<file path="src/rtl/serial_word_rx.sv">
// Deserialises the FT2 ser_clk/ser_dat pair into WORD_W-bit words. Both lines
// are oversampled in clk_32. Each word is presented on a valid/ready port.
// Partial frames are discarded on timeout. Dropped words raise a sticky overrun flag.
module serial_word_rx #(
    parameter int unsigned WORD_W      = 32,
    parameter int unsigned TIMEOUT_CYC = 64,
    parameter int unsigned ERRCNT_W    = 8
) (
    input  logic                clk_32,
    input  logic                rst_n,
    input  logic                ser_clk_in,
    input  logic                ser_dat_in,
    output logic [WORD_W-1:0]   word_out,
    output logic                word_valid,
    input  logic                word_ready,
    output logic [5:0]          bit_cnt,
    output logic                frame_err,
    output logic                overrun,
    output logic [ERRCNT_W-1:0] err_count
);

    localparam int unsigned TMR_W = (TIMEOUT_CYC > 1) ? $clog2(TIMEOUT_CYC) : 1;
    localparam int unsigned CNT_W = 6;

    typedef enum logic [1:0] {
        S_IDLE = 2'd0,
        S_RECV = 2'd1,
        S_DONE = 2'd2
    } state_t;

    state_t              state;
    state_t              state_nxt;
    logic                clk_s1, clk_s2, clk_s3;
    logic                dat_s1, dat_s2;
    logic                fall;
    logic [WORD_W-1:0]   shreg;
    logic [TMR_W-1:0]    timer;
    logic [TMR_W-1:0]    timer_nxt;
    logic [CNT_W-1:0]    cnt_nxt;
    logic                shift_en;
    logic                timeout;
    logic                deliver;
    logic                drop;
    logic [1:0]          err_inc;
    logic [ERRCNT_W:0]   err_sum;

    assign fall    = clk_s3 & ~clk_s2;
    assign err_inc = {1'b0, timeout} + {1'b0, drop};
    assign err_sum = {1'b0, err_count} + (ERRCNT_W+1)'(err_inc);

    // Two-flop synchronisers; the extra clock stage gives the falling-edge detect.
    always_ff @(posedge clk_32 or negedge rst_n) begin
        if (!rst_n) begin
            clk_s1 <= 1'b0;
            clk_s2 <= 1'b0;
            clk_s3 <= 1'b0;
            dat_s1 <= 1'b0;
            dat_s2 <= 1'b0;
        end else begin
            clk_s1 <= ser_clk_in;
            clk_s2 <= clk_s1;
            clk_s3 <= clk_s2;
            dat_s1 <= ser_dat_in;
            dat_s2 <= dat_s1;
        end
    end

    // Frame state register.
    always_ff @(posedge clk_32 or negedge rst_n) begin
        if (!rst_n) begin
            state <= S_IDLE;
        end else begin
            state <= state_nxt;
        end
    end

    // Next-state and datapath controls; a fall seen in DONE starts the next frame.
    always_comb begin
        state_nxt = state;
        shift_en  = 1'b0;
        cnt_nxt   = bit_cnt;
        timer_nxt = '0;
        timeout   = 1'b0;
        deliver   = 1'b0;
        drop      = 1'b0;
        case (state)
            S_IDLE: begin
                cnt_nxt = '0;
                if (fall) begin
                    shift_en  = 1'b1;
                    cnt_nxt   = CNT_W'(1);
                    state_nxt = S_RECV;
                end
            end
            S_RECV: begin
                if (fall) begin
                    shift_en = 1'b1;
                    if (bit_cnt == CNT_W'(WORD_W - 1)) begin
                        cnt_nxt   = '0;
                        state_nxt = S_DONE;
                    end else begin
                        cnt_nxt = bit_cnt + CNT_W'(1);
                    end
                end else if (timer == TMR_W'(TIMEOUT_CYC - 1)) begin
                    timeout   = 1'b1;
                    cnt_nxt   = '0;
                    state_nxt = S_IDLE;
                end else begin
                    timer_nxt = timer + TMR_W'(1);
                end
            end
            S_DONE: begin
                if (!word_valid || word_ready) begin
                    deliver = 1'b1;
                end else begin
                    drop = 1'b1;
                end
                if (fall) begin
                    shift_en  = 1'b1;
                    cnt_nxt   = CNT_W'(1);
                    state_nxt = S_RECV;
                end else begin
                    cnt_nxt   = '0;
                    state_nxt = S_IDLE;
                end
            end
            default: begin
                cnt_nxt   = '0;
                state_nxt = S_IDLE;
            end
        endcase
    end

    // Shift register, bit counter and inter-bit timer.
    always_ff @(posedge clk_32 or negedge rst_n) begin
        if (!rst_n) begin
            shreg   <= '0;
            bit_cnt <= '0;
            timer   <= '0;
        end else begin
            bit_cnt <= cnt_nxt;
            timer   <= timer_nxt;
            if (timeout) begin
                shreg <= '0;
            end else if (shift_en) begin
                shreg <= {shreg[WORD_W-2:0], dat_s2};
            end
        end
    end

    // Output word holding register and valid/ready handshake.
    always_ff @(posedge clk_32 or negedge rst_n) begin
        if (!rst_n) begin
            word_out   <= '0;
            word_valid <= 1'b0;
        end else if (deliver) begin
            word_out   <= shreg;
            word_valid <= 1'b1;
        end else if (word_valid && word_ready) begin
            word_valid <= 1'b0;
        end
    end

    // Error reporting: timeout pulse, sticky overrun, saturating event counter.
    always_ff @(posedge clk_32 or negedge rst_n) begin
        if (!rst_n) begin
            frame_err <= 1'b0;
            overrun   <= 1'b0;
            err_count <= '0;
        end else begin
            frame_err <= timeout;
            overrun   <= overrun | drop;
            if (err_sum[ERRCNT_W]) begin
                err_count <= '1;
            end else begin
                err_count <= err_sum[ERRCNT_W-1:0];
            end
        end
    end

endmodule
</file>
<file path="config.mk">
export PLATFORM = sky130hd
export DESIGN_NAME = serial_word_rx
export DESIGN_NICKNAME = d
export VERILOG_FILES = /design/src/rtl/serial_word_rx.sv
export SDC_FILE = /design/constraint.sdc
export NUM_CORES = 1
export LEC_CHECK = 0
export BUFFER_PORTS_ARGS = -buffer_cell sky130_fd_sc_hd__buf_2
export CORE_ASPECT_RATIO = 0.9
export CORE_UTILIZATION = 40
export DETAILED_ROUTE_END_ITERATION = 16
export SYNTH_ARGS = -nofsm -noshare
export SYNTH_HDL_FRONTEND = slang
export SYNTH_SLANG_ARGS = --single-unit
</file>
<file path="constraint.sdc">
create_clock -name clk_32 -period 2.6 [get_ports clk_32]
set_clock_uncertainty 0.05 [all_clocks]
set_input_delay 0.78 -clock clk_32 [delete_from_list [all_inputs] [get_ports clk_32]]
set_output_delay 0.78 -clock clk_32 [all_outputs]
set_load 0.03 [all_outputs]
</file>
# Word level (Yosys, flattened, before mapping)
# Index checks and enable logic that the tools add are counted.
# totals
regBits	94
elab_cells	65
# classes
reduce_logical	9
n_mux	28
eq_ne	7
bitwise	3
addsub	4
# op_table
cell	n
2-to-1 mux 32 bit	2
2-to-1 mux 6 bit	6
2-to-1 mux 1 bit	13
adder 6 x 1 -> 6 bit (second input constant)	2
one-hot mux 6 bit (2 select lines)	1
adder 8 x 2 -> 9 bit	1
2-to-1 mux 2 bit	4
2-to-1 mux 8 bit	1
equality test 6 x 5 -> 1 bit (second input constant)	1
equality test 6 bit (second input constant)	1
inequality test 3 bit (second input constant)	2
one-hot mux 2 bit (3 select lines)	1
nonzero test 2 bit	2
AND reduction 3 bit	1
OR reduction 3 bit	1
adder 1 x 1 -> 2 bit	1
equality test 2 x 1 -> 1 bit (second input constant)	1
equality test 2 bit (second input constant)	1
logical NOT 2 bit	1
inequality test 2 bit (second input constant)	1
OR reduction 2 bit	1
AND 1 bit	1
logical AND 1 bit	1
logical NOT 1 bit	1
3 further kinds	3

# Longest topological paths before layout
# logic_depth
ltp_word	7
depth_mapped	8

# Least setup slack after synthesis
# Ideal clock, no wire load.
# synth_path
path_kind	reg2reg
from	register timer[0]
to	register err_count[6]
stages_incl_launch_ff	9
slack_ps	63
setup_time_ps	128
period_less_slack_ps	2537
arrival_ps	2359
path_cell_list	dfrtp_1 > ha_1 > nand4_4 > nor4b_4 > buf_6 > fa_1 > and4_1 > and3_1 > mux2_1
# synth_via
elab_chain_cells	7
# synth_lines
item	line_no	rtl
start: declaration	37	logic [TMR_W-1:0] timer;
start signal: assignment	142	timer <= timer_nxt;
equality test 6 bit	104	end else if (timer == TMR_W'(TIMEOUT_CYC - 1)) begin
2-to-1 mux 1 bit	104	
2-to-1 mux 1 bit	96	if (fall) begin
2-to-1 mux 1 bit	86	case (state)
via timeout	41	logic timeout;
adder 1 x 1 -> 2 bit	48	assign err_inc = {1'b0, timeout} + {1'b0, drop};
adder 8 x 2 -> 9 bit	49	assign err_sum = {1'b0, err_count} + (ERRCNT_W+1)'(err_inc);
2-to-1 mux 8 bit	173	if (err_sum[ERRCNT_W]) begin
end signal: assignment	176	err_count <= err_sum[ERRCNT_W-1:0];
end: declaration	19	output logic [ERRCNT_W-1:0] err_count
# The timed path passes the listed nets, and every way through them passes these cells.
# A chain may end at the register's enable or synchronous reset.

# Final worst setup path
# layout_path
from	register timer[0]
to	register err_count[6]
# layout_via
elab_chain_cells	7
# layout_lines
item	line_no
equality test 6 bit	104
2-to-1 mux 1 bit	104
2-to-1 mux 1 bit	96
2-to-1 mux 1 bit	86
adder 1 x 1 -> 2 bit	48
adder 8 x 2 -> 9 bit	49
2-to-1 mux 8 bit	173
# No other way between the ends.

==> qor.txt <==
Post-DP HPWL: 4.68 mm
CTS Buffer Depth: 2
Fin nets: 385
Clock tree root driver cell: clkbuf_8
Slew Limit Fails: 0
Chip Height: 96.9 um
Die Wd: 107 um
GRT Util Overall: 16.1%
Final wirelength: 7.69 mm
Fmax: 414 MHz
DRC Markers: 0
Synthesized cell area: 4010 um2
Crit-path cells: ha_2 > nand4_4 > nor4b_4 > fa_2 > and4_2 > and3_1 > mux2_1
Pleak: 2.36 nW
H-Tree Depth: 3
Routability congestion estimate: 0.698
Post-synthesis mux area share: 12.3%
Antenna viol nets, final: 0
CP Max Fanout: 5
CP required: 2.80 ns
Post-synthesis xor/xnor area fraction: 1.09%
Mean Syn Cell Area: 12.3 um2
Initial drt markers: 225
Place WS: 0.0986 ns
Largest net degree at the start of global routing: 49
Synthesized-area fraction occupied by and/or/nand/nor cells: 10.8%
Register area share after synthesis: 58.7%
Via count: 2682
Starting Density: 41.3%
Fin crit share: 93.0%
Clock Sinks: 94
Commonest non-fill, non-tap cell in the layout: dfrtp_1
CTS tree: built
Clock-pin transition on the worst setup and hold timing paths: 0.09 ns
CP bufs+invs: 0
Combinational family with the most area after synthesis: multiplexers
Commonest non-fill, non-tap cells in the layout: 94 x dfrtp_1, 52 x buf_2, 38 x nand3_1
Type of the most critical hold path: reg -> reg
EDFF count, synth: 0
Rel. slew slack: 57.9%
Vias in the first global route: 2572
RSZ-0062 raised after global routing: false
Setup CP Type: reg -> reg
Max-Cap Viols: 0
CP max-delay cell: dfrtp_1
Rows: 34
Initial antenna violation count: 0
Primary FF master, synth: dfrtp_1
Unique cell type count in the Yosys netlist: 39
Worst-Margin Slew: 0.631 ns
Adder-Cell Fraction of Synth Area: 1.12%
Crit-path max cell delay: 0.39 ns
Final WS setup: 0.182 ns
Cells after Synth: 326
VDD IR max: 0.539 mV
Fin. Hold Viols: 0
Pwr/cell area: 789 nW/um2
Setup crit start kind: register
Compound-Gate Fraction of Synth Area: 11.9%
# IOs: 54
Die area: 10400 um2
# diodes: 0
Ys Warns: 0
Min Tclk post-route: 2.42 ns
Clk Latency, worst-skew pair: 0.37 ns
CTS buffer count: 9
Status: finished clean
Area of the core: 9700 um2
P&R area growth vs syn: 15.1%
First-pass GRT wire length: 13.0 mm
Gr ovfl total: 0
Worst EP arrival: 2.62 ns
Drt pass-1 iters: 7
Setup TNS: 0 ns
Count of port buffers added during placement: 53
Routed WL per cell: 15.1 um
Post-CTS Repair Setup Buffers: 0
Pwr Total: 3.64 mW
Cell family with most CP delay: simple AND/OR/NAND/NOR gates
# setup viols final: 0
Synth Net Count: 334
Vias/cell: 5.28
Share of layout cells above drive strength 1: 30.9%
Async set-reset flop share out of synthesis: 100%
Synthesized flop and latch total: 94
CP Capture Type: register
==> final cells by class <==
cell class,instances,area [um2]
Tap cell,126,158
Timing Repair Buffer,62,360
Fill cell,910,5090
Sequential cell,94,2350
Multi-Input combinational cell,204,1500
Inverter,6,22.5
Clock inverter,5,63.8
Clock buffer,11,151
==> metrics by stage <==
step | cell area [um2] | std cells | utilization [%] | hold slack [ns]
after floorplan | 4010 | 326 | - | 0.281
after global placement | 4390 | 492 | 45.3 | 0.284
after detailed placement | 4390 | 492 | 45.3 | 0.285
after CTS | 4610 | 508 | 47.5 | 0.307
after global routing | 4610 | 508 | 47.5 | 0.319
final | 4610 | 508 | 47.5 | 0.305
==> layer usage <==
layer	up-vias	share of wire [%]	track usage, %
li1	1267	-	-
met1	1341	49	22.6
met2	62	45	23.4
met3	12	4.3	4.25
met4	0	1.7	6.95
met5	-	0	0
==> cells in the mapped netlist, types with 2 or more instances <==
library cell  number  area (um2)
a21o_1             2        15.0
a21oi_1           36         180
and3_1             4        25.0
and4_1             2        17.5
buf_2              3        15.0
buf_6              7        78.8
clkbuf_1          12        45.0
dfrtp_1           94        2350
ha_1               2        25.0
inv_1              5        18.8
mux2_1             3        33.8
mux2_4            30         450
nand2_1            7        26.3
nand2b_1           7        43.8
nand3_1           38         190
nand3b_1           2        15.0
nor2_1             6        22.5
o2111ai_1          2        17.5
o211ai_1           5        37.5
o21ai_0           36         180
o22ai_1            2        12.5
xnor2_1            3        26.3
xor2_1             2        17.5
==> where the power goes <==
group	leakage (nW)	switching, mW	internal (mW)
Clock	0.107	0.531	0.506
Sequential	1.28	0.150	1.66
Combinational	0.971	0.484	0.311
==> worst reg2reg max path, delay by kind of cell (launching register included) <==
family,cells,cell delay [ns]
and+or+nand+nor,4,1.01
adders and majority gates,2,0.53
DFF,1,0.39
muxes,1,0.32
==> logic make-up after synthesis <==
| kind of cell | count (synthesis) |
|---|---|
| adder cells (fa/ha/maj) | 3 |
| buffers and inverters | 28 |
| AO/OA/AOI/OAI | 87 |
| multiplexers | 34 |
| AND/OR/NAND/NOR | 75 |
| flip-flops | 94 |
| XOR/XNOR | 5 |
==> path summary, 6_finish.rpt <==
| check | endpoint | startpoint | slack, ns | depth (start not counted) |
|---|---|---|---|---|
| worst min register to register | dat_s2$_DFF_PN0_ | dat_s1$_DFF_PN0_ | 0.30 | 0 |
| worst max-delay path | err_count[6]$_DFF_PN0_ | timer[0]$_DFF_PN0_ | 0.18 | 7 |
| max in group asynchronous | err_count[4]$_DFF_PN0_ | rst_n | 1.50 | 2 |
| worst min-delay path | dat_s2$_DFF_PN0_ | dat_s1$_DFF_PN0_ | 0.30 | 0 |
| min in group asynchronous | word_out[7]$_DFFE_PN0P_ | rst_n | 0.37 | 1 |
| worst max register to register | err_count[6]$_DFF_PN0_ | timer[0]$_DFF_PN0_ | 0.18 | 7 |
==> state kept, by name, summed over array words and instances (netlist names) <==
signal / count
dat_s2: 1
shreg: 32
err_count: 8
word_valid: 1
frame_err: 1
dat_s1: 1
state: 2
clk_s3: 1
clk_s1: 1
word_out: 32
overrun: 1
timer: 6
clk_s2: 1
bit_cnt: 6
==> what timing repair did <==
item                                    4_1_cts  5_1_grt
endpoints found under the setup margin        0        1
gates resized for setup                       0        3
hold buffers                                  0        0
(Power assumes the default switching activity.)
